[src/rtl/branch_predict_table_pkg.sv]
// Shared definitions for the branch prediction table: default sizes,
// the weakly-not-taken init value and the per-entry counter operation.
package branch_predict_table_pkg;

  localparam int DEF_IDX_W  = 6;
  localparam int DEF_CNT_W  = 2;
  localparam int DEF_GHR_W  = 0;
  localparam int DEF_PERF_W = 16;

  // Weakly not-taken is the largest value whose MSB is still clear.
  function automatic int weak_nt_value(int cnt_w);
    return (1 << (cnt_w - 1)) - 1;
  endfunction

  localparam int WEAK_NT_INIT = weak_nt_value(DEF_CNT_W);

  // Operation requested of one saturating counter in a given cycle.
  typedef enum logic [1:0] {
    CNT_HOLD = 2'd0,
    CNT_INC  = 2'd1,
    CNT_DEC  = 2'd2
  } cnt_op_e;

endpackage

[src/rtl/branch_predict_table_if.sv]
// Bundle between the core pipeline (master) and the predictor (slave):
// fetch-side lookup, resolved-branch training and performance counters.
interface branch_predict_table_if
  import branch_predict_table_pkg::*;
#(
  parameter int IDX_W  = DEF_IDX_W,
  parameter int PERF_W = DEF_PERF_W
) ();

  logic              stall;
  logic [31:0]       if_pc;
  logic              pred_taken;
  logic [IDX_W-1:0]  pred_idx;
  logic              upd_valid;
  logic [IDX_W-1:0]  upd_idx;
  logic              upd_taken;
  logic              upd_pred;
  logic [PERF_W-1:0] perf_branches;
  logic [PERF_W-1:0] perf_mispred;

  modport master (
    output stall, if_pc, upd_valid, upd_idx, upd_taken, upd_pred,
    input  pred_taken, pred_idx, perf_branches, perf_mispred
  );

  modport slave (
    input  stall, if_pc, upd_valid, upd_idx, upd_taken, upd_pred,
    output pred_taken, pred_idx, perf_branches, perf_mispred
  );

endinterface

[src/rtl/branch_predict_table_sat_counter.sv]
// One table entry: an up/down counter that sticks at zero and all-ones.
// Only the MSB leaves the module since that is the prediction bit.
module sat_counter
  import branch_predict_table_pkg::*;
#(
  parameter int CNT_W = DEF_CNT_W
) (
  input  logic    clk,
  input  logic    rst_n,
  input  cnt_op_e op,
  output logic    taken
);

  localparam logic [CNT_W-1:0] INIT = CNT_W'(weak_nt_value(CNT_W));

  logic [CNT_W-1:0] value;

  // Step toward taken or not-taken, refusing to wrap at either end.
  always_ff @(posedge clk or negedge rst_n) begin
    if (!rst_n) begin
      value <= INIT;
    end else begin
      case (op)
        CNT_INC: if (value != '1) value <= value + CNT_W'(1);
        CNT_DEC: if (value != '0) value <= value - CNT_W'(1);
        default: value <= value;
      endcase
    end
  end

  assign taken = value[CNT_W-1];

endmodule

[src/rtl/branch_predict_table.sv]
// Branch direction predictor: a flop-based table of saturating counters
// indexed by PC, optionally XORed with non-speculative global history.
// Lookup is purely combinational; training happens on the clock edge, so
// a lookup and a training of the same entry in one cycle sees the old value.
module branch_predict_table
  import branch_predict_table_pkg::*;
#(
  parameter int IDX_W  = DEF_IDX_W,
  parameter int CNT_W  = DEF_CNT_W,
  parameter int GHR_W  = DEF_GHR_W,
  parameter int PERF_W = DEF_PERF_W
) (
  input logic                   clk,
  input logic                   rst_n,
  branch_predict_table_if.slave bus
);

  localparam int ENTRIES = 1 << IDX_W;

  logic              upd_accept;
  logic              upd_mispred;
  logic [IDX_W-1:0]  pc_idx;
  logic [IDX_W-1:0]  hist_ext;
  logic [IDX_W-1:0]  lookup_idx;
  logic              cnt_msb [ENTRIES];
  logic [PERF_W-1:0] branches_q;
  logic [PERF_W-1:0] mispred_q;
  logic              unused_pc_bits;

  assign upd_accept     = bus.upd_valid & ~bus.stall;
  assign upd_mispred    = bus.upd_taken ^ bus.upd_pred;
  assign pc_idx         = bus.if_pc[IDX_W+1:2];
  assign unused_pc_bits = ^{bus.if_pc[31:IDX_W+2], bus.if_pc[1:0]};

  generate
    if (GHR_W > 0) begin : g_hist
      logic [GHR_W-1:0] ghr;

      // Shift each trained outcome into the history, newest in the LSB.
      always_ff @(posedge clk or negedge rst_n) begin
        if (!rst_n) begin
          ghr <= '0;
        end else if (upd_accept) begin
          ghr <= GHR_W'({ghr, bus.upd_taken});
        end
      end

      assign hist_ext = IDX_W'(ghr);
    end else begin : g_no_hist
      assign hist_ext = '0;
    end
  endgenerate

  assign lookup_idx     = pc_idx ^ hist_ext;
  assign bus.pred_idx   = lookup_idx;
  assign bus.pred_taken = cnt_msb[lookup_idx];

  generate
    for (genvar g = 0; g < ENTRIES; g++) begin : g_entry
      cnt_op_e op;

      assign op = (upd_accept && (bus.upd_idx == IDX_W'(g)))
                  ? (bus.upd_taken ? CNT_INC : CNT_DEC)
                  : CNT_HOLD;

      sat_counter #(
        .CNT_W (CNT_W)
      ) u_cnt (
        .clk   (clk),
        .rst_n (rst_n),
        .op    (op),
        .taken (cnt_msb[g])
      );
    end
  endgenerate

  // Count trained branches and mispredictions, parking at all-ones.
  always_ff @(posedge clk or negedge rst_n) begin
    if (!rst_n) begin
      branches_q <= '0;
      mispred_q  <= '0;
    end else if (upd_accept) begin
      if (branches_q != '1) branches_q <= branches_q + PERF_W'(1);
      if (upd_mispred && (mispred_q != '1)) mispred_q <= mispred_q + PERF_W'(1);
    end
  end

  assign bus.perf_branches = branches_q;
  assign bus.perf_mispred  = mispred_q;

endmodule

[src/flat_wrapper.sv]
// flat-port wrapper written by rule: the top's interface ports become plain ports
module branch_predict_table_flat import branch_predict_table_pkg::*;
#(
  parameter int IDX_W  = DEF_IDX_W,
  parameter int CNT_W  = DEF_CNT_W,
  parameter int GHR_W  = DEF_GHR_W,
  parameter int PERF_W = DEF_PERF_W
)
  (clk, rst_n, bus_stall, bus_if_pc, bus_upd_valid, bus_upd_idx, bus_upd_taken, bus_upd_pred, bus_pred_taken, bus_pred_idx, bus_perf_branches, bus_perf_mispred);
  branch_predict_table_if #(.IDX_W(IDX_W), .PERF_W(PERF_W)) bus_i ();
  input logic clk;
  input logic rst_n;
  input wire logic [$bits(bus_i.stall)-1:0] bus_stall;
  input wire logic [$bits(bus_i.if_pc)-1:0] bus_if_pc;
  input wire logic [$bits(bus_i.upd_valid)-1:0] bus_upd_valid;
  input wire logic [$bits(bus_i.upd_idx)-1:0] bus_upd_idx;
  input wire logic [$bits(bus_i.upd_taken)-1:0] bus_upd_taken;
  input wire logic [$bits(bus_i.upd_pred)-1:0] bus_upd_pred;
  output wire logic [$bits(bus_i.pred_taken)-1:0] bus_pred_taken;
  output wire logic [$bits(bus_i.pred_idx)-1:0] bus_pred_idx;
  output wire logic [$bits(bus_i.perf_branches)-1:0] bus_perf_branches;
  output wire logic [$bits(bus_i.perf_mispred)-1:0] bus_perf_mispred;
  assign bus_i.stall = bus_stall;
  assign bus_i.if_pc = bus_if_pc;
  assign bus_i.upd_valid = bus_upd_valid;
  assign bus_i.upd_idx = bus_upd_idx;
  assign bus_i.upd_taken = bus_upd_taken;
  assign bus_i.upd_pred = bus_upd_pred;
  assign bus_pred_taken = bus_i.pred_taken;
  assign bus_pred_idx = bus_i.pred_idx;
  assign bus_perf_branches = bus_i.perf_branches;
  assign bus_perf_mispred = bus_i.perf_mispred;
  branch_predict_table #(.IDX_W(IDX_W), .CNT_W(CNT_W), .GHR_W(GHR_W), .PERF_W(PERF_W)) u_core (.clk(clk), .rst_n(rst_n), .bus(bus_i));
endmodule
[config.mk]
export PLATFORM = sky130hd
export DESIGN_NAME = branch_predict_table_flat
export DESIGN_NICKNAME = d
export VERILOG_FILES = /design/src/rtl/branch_predict_table_pkg.sv /design/src/rtl/branch_predict_table_if.sv /design/src/rtl/branch_predict_table_sat_counter.sv /design/src/rtl/branch_predict_table.sv /design/src/flat_wrapper.sv
export SDC_FILE = /design/constraint.sdc
export NUM_CORES = 1
export LEC_CHECK = 0
export ABC_CLOCK_PERIOD_IN_PS = 3000
export BUFFER_PORTS_ARGS = -buffer_cell sky130_fd_sc_hd__buf_2
export CORE_ASPECT_RATIO = 1.1
export CORE_MARGIN = 5
export CORE_UTILIZATION = 60
export CTS_CLUSTER_DIAMETER = 30
export CTS_CLUSTER_SIZE = 20
export DETAILED_ROUTE_END_ITERATION = 8
export GPL_TIMING_DRIVEN = 0
export PLACE_DENSITY_LB_ADDON = 0.2
export RECOVER_POWER = 25
export SETUP_SLACK_MARGIN = 0.05
export SYNTH_ARGS = -nofsm -noshare
export SYNTH_HDL_FRONTEND = slang
export SYNTH_HIERARCHICAL = 1
export SYNTH_SLANG_ARGS = --single-unit
[constraint.sdc]
create_clock -name clk -period 3 [get_ports clk]
set_input_delay 0.45 -clock clk [delete_from_list [all_inputs] [get_ports clk]]
set_output_delay 0.45 -clock clk [all_outputs]
set_load 0.01 [all_outputs]
==> impl_metrics.env <==
export IMPL_ctsRootBufferMaster="clkbuf_16"
export IMPL_htree_num_levels=4
export IMPL_rr_startpoint="u_core/bus.perf_branches[0]$_DFFE_PN0P_"
export IMPL_worstSkewPairLatency_ns=0.42
export IMPL_die_y_um=147.9
export IMPL_synthCells=1124
export IMPL_synthFlopType="dfrtp_1"
export IMPL_grt_max_degree=125
export IMPL_initial_core_util_pct=60.99
export IMPL_powerDensity_nw_per_um2=467.3
export IMPL_worstMarginPinSlew_ns=1.694
export IMPL_endpoint_kind="output port"
export IMPL_use_met2_pct=39.39
export IMPL_layout_commonest_cell="nor2_1"
export IMPL_r2r_slack_ns=0.98
export IMPL_path_max_fanout=5
export IMPL_use_met1_pct=30.18
export IMPL_postRouteAntennaNets=0
export IMPL_crit_arrival_ns=2.34
export IMPL_design_core_area_sq_um=17020
export IMPL_finalNetCount=1244
export IMPL_drtPass1Iterations=6
export IMPL_ff2ff_path_depth=6
export IMPL_grt_pass1_wl_mm=37.94
export IMPL_post_cts_buffers=0
export IMPL_via_per_inst=5.688
export IMPL_drc=0
export IMPL_synth_cell_area_sq_um=10380
export IMPL_ir_drop_uv=457.5
export IMPL_syn_to_final_growth_pct=11.51
export IMPL_power_mw=5.408
export IMPL_drt_wl_total_mm=22.29
export IMPL_ioPinCount=83
export IMPL_multi_input_area_sq_um=6141
export IMPL_grt_pass1_vias=8016
export IMPL_io_buffers=53
export IMPL_cts_sinks=160
export IMPL_vias=8219
export IMPL_drt_iter0_drc=528
export IMPL_grt_antenna_before_repair=0
export IMPL_required_ns=2.55
export IMPL_overflow=0
export IMPL_synth_distinct_cells=46
export IMPL_final_cell_mix="nor2_1 (268), nand2b_1 (130), dfrtp_1 (96)"
export IMPL_hold_class="in2async"
export IMPL_fin_skew_ns=0.006615
export IMPL_critPathLaunchType="register"
export IMPL_fillers=1371
export IMPL_critPathKind="reg2out"
export IMPL_synth_seq_cells=160
export IMPL_busiest_layer="met2"
export IMPL_clk_pin_slew_ns=0.06
export IMPL_fp_dieW_um=135.4
export IMPL_die_area_sq_um=20030
export IMPL_n_antenna_cell=0
export IMPL_hold_violations=0
export IMPL_finalSetupTns_ns=0
export IMPL_rsz0062_at_grt="false"
export IMPL_drv_slew=125
export IMPL_cts_tree="built"
export IMPL_clockBufferDepth=2
export IMPL_violations="capacitance limit, slew limit"
export IMPL_maxSlewHeadroom_pct=-12.95
export IMPL_yosysWarnings=6
export IMPL_final_period_utilization_pct=93.08
export IMPL_leakage_nw=4.530
export IMPL_gp_congestion=0.8519
export IMPL_maxCapViolCount=1
export IMPL_period_needed_ns=2.793
export IMPL_fp_row_count=50
export IMPL_rr_endpoint="u_core/bus.perf_branches[12]$_DFFE_PN0P_"
export IMPL_synthArstFlopShare_pct=100.0
export IMPL_fmax_mhz=358.1
export IMPL_synth_edf_count=0
export IMPL_regArea_sq_um=4084
export IMPL_setup_violations=0
export IMPL_wire_per_inst_um=15.42
export IMPL_dpl_worst_slack_ns=0.3219
export IMPL_grt_usage_pct=23.33
export IMPL_cts_buffers=17
export IMPL_layout_drive_gt1_share_pct=29.64
export IMPL_avgSynthCellArea_sq_um=9.233
export IMPL_hpwl_mm=15.75
export IMPL_seq_area_frac_synth_pct=39.35
export IMPL_outcome="finished, violations left"
export IMPL_met3_usage_pct=4.323
export IMPL_synth_nets=1170
export IMPL_timing_final_ws_setup_ns=0.2075
## timing repair
action | in CTS | in global routing
hold buffers | 1 | 0
gates resized for setup | 0 | 0
endpoints found under the hold margin | 18 | 0
setup endpoints to repair | 0 | 0
## critical path, stage by stage (launching register included)
cell	delay [ns]
dfrtp_1	0.41
mux4_1	0.59
o211ai_1	0.20
o22ai_1	0.12
nor4_2	0.34
nor3_1	0.10
buf_2	0.15
## synthesized netlist by cell type (2+ instances only)
master    count  area [sq um]
xnor2_1      19         166.4
nand4_1       6         37.54
a21oi_2      64         560.5
ha_1          2         25.02
nor2b_1      12         75.07
mux4_2        4         90.09
nand2_1      27         101.4
nor2_1      268          1006
o21ai_1      65         325.3
xor2_1       12         105.1
clkbuf_1      8         30.03
dfrtp_1      96          2402
mux4_1       11         289.0
nor3b_1       2         15.01
buf_2         2         10.01
buf_6         2         22.52
nor2b_2      64         560.5
nor3_2       65         650.6
mux2i_1       4         40.04
a21oi_1      66         330.3
buf_4         6         45.04
nand2b_1    130         813.3
and3b_1      64         560.5
nor3_1        4         20.02
and4_1        3         26.28
dfstp_2      64          1682
and3_1        6         37.54
mux2_2        4         45.04
inv_1         3         11.26
nand3_1      25         125.1
## flip-flops by register name, indices dropped and copies added (netlist names)
register,count
u_core/g_entry.u_cnt/value,128
u_core/bus.perf_mispred,16
u_core/bus.perf_branches,16
## stage by stage
| step | cell area (sq um) | cells | hold WS (ns) | utilization (%) |
|---|---|---|---|---|
| 2_1_floorplan | 10380 | 1124 | 0.1544 | - |
| 3_5_place_dp | 10970 | 1412 | 0.3411 | 64.49 |
| 6_report | 11570 | 1445 | 0.4800 | 68.01 |
| 4_1_cts | 11600 | 1445 | 0.4887 | 68.18 |
| 3_3_place_gp | 10940 | 1411 | 0.4702 | 64.26 |
| 5_1_grt | 11570 | 1445 | 0.5021 | 68.01 |
## how the worst max path moves through the flow
stage / from / to / slack, ns / cells past startpoint
floorplan: bus_if_pc[2] / bus_pred_taken / 0.81 / 6
global placement: rst_n / u_core/bus.perf_mispred[10]$_DFFE_PN0P_ / -1.0 / 1
detailed placement: bus_if_pc[2] / bus_pred_taken / 0.32 / 8
CTS: u_core/g_entry[17].u_cnt/value[1]$_DFFE_PN0P_ / bus_pred_taken / 0.20 / 6
global route: u_core/g_entry[17].u_cnt/value[1]$_DFFE_PN0P_ / bus_pred_taken / 0.11 / 6
finish: u_core/g_entry[17].u_cnt/value[1]$_DFFE_PN0P_ / bus_pred_taken / 0.21 / 6
## cell families after synthesis
logic type,after synthesis,synth area share [%]
AND/OR/NAND/NOR,679,39.06
AO/OA/AOI/OAI,206,12.78
flip-flops,160,39.35
XOR/XNOR,31,2.616
buffers and inverters,23,1.471
multiplexers,23,4.473
adder cells (fa/ha/maj),2,0.2411
## area by class of cell
| type | count | area share (%) |
|---|---|---|
| inverters | 3 | 0.09731 |
| repair buffers | 55 | 2.454 |
| clock buffers | 19 | 3.827 |
| clock inverters | 13 | 1.514 |
| well taps | 234 | 2.530 |
| flip-flops and latches | 160 | 35.29 |
| multi-input cells | 941 | 53.07 |
| plain buffers | 20 | 1.222 |
## metal layers
metal / share of wire, % / wire length (um) / up-vias
li1: - / - / 4033
met4: 2.2 / 500 / 0
met1: 44 / 9862 / 3961
met2: 49 / 10830 / 186
met3: 4.9 / 1096 / 39
met5: 0 / 0 / -
## report_power, final
group          switching [mW]  internal, mW  total (mW)
sequential              0.170          2.36        2.53
combinational           0.317         0.274       0.591
clock                   0.936          1.35        2.29
(Power assumes the default switching activity.)
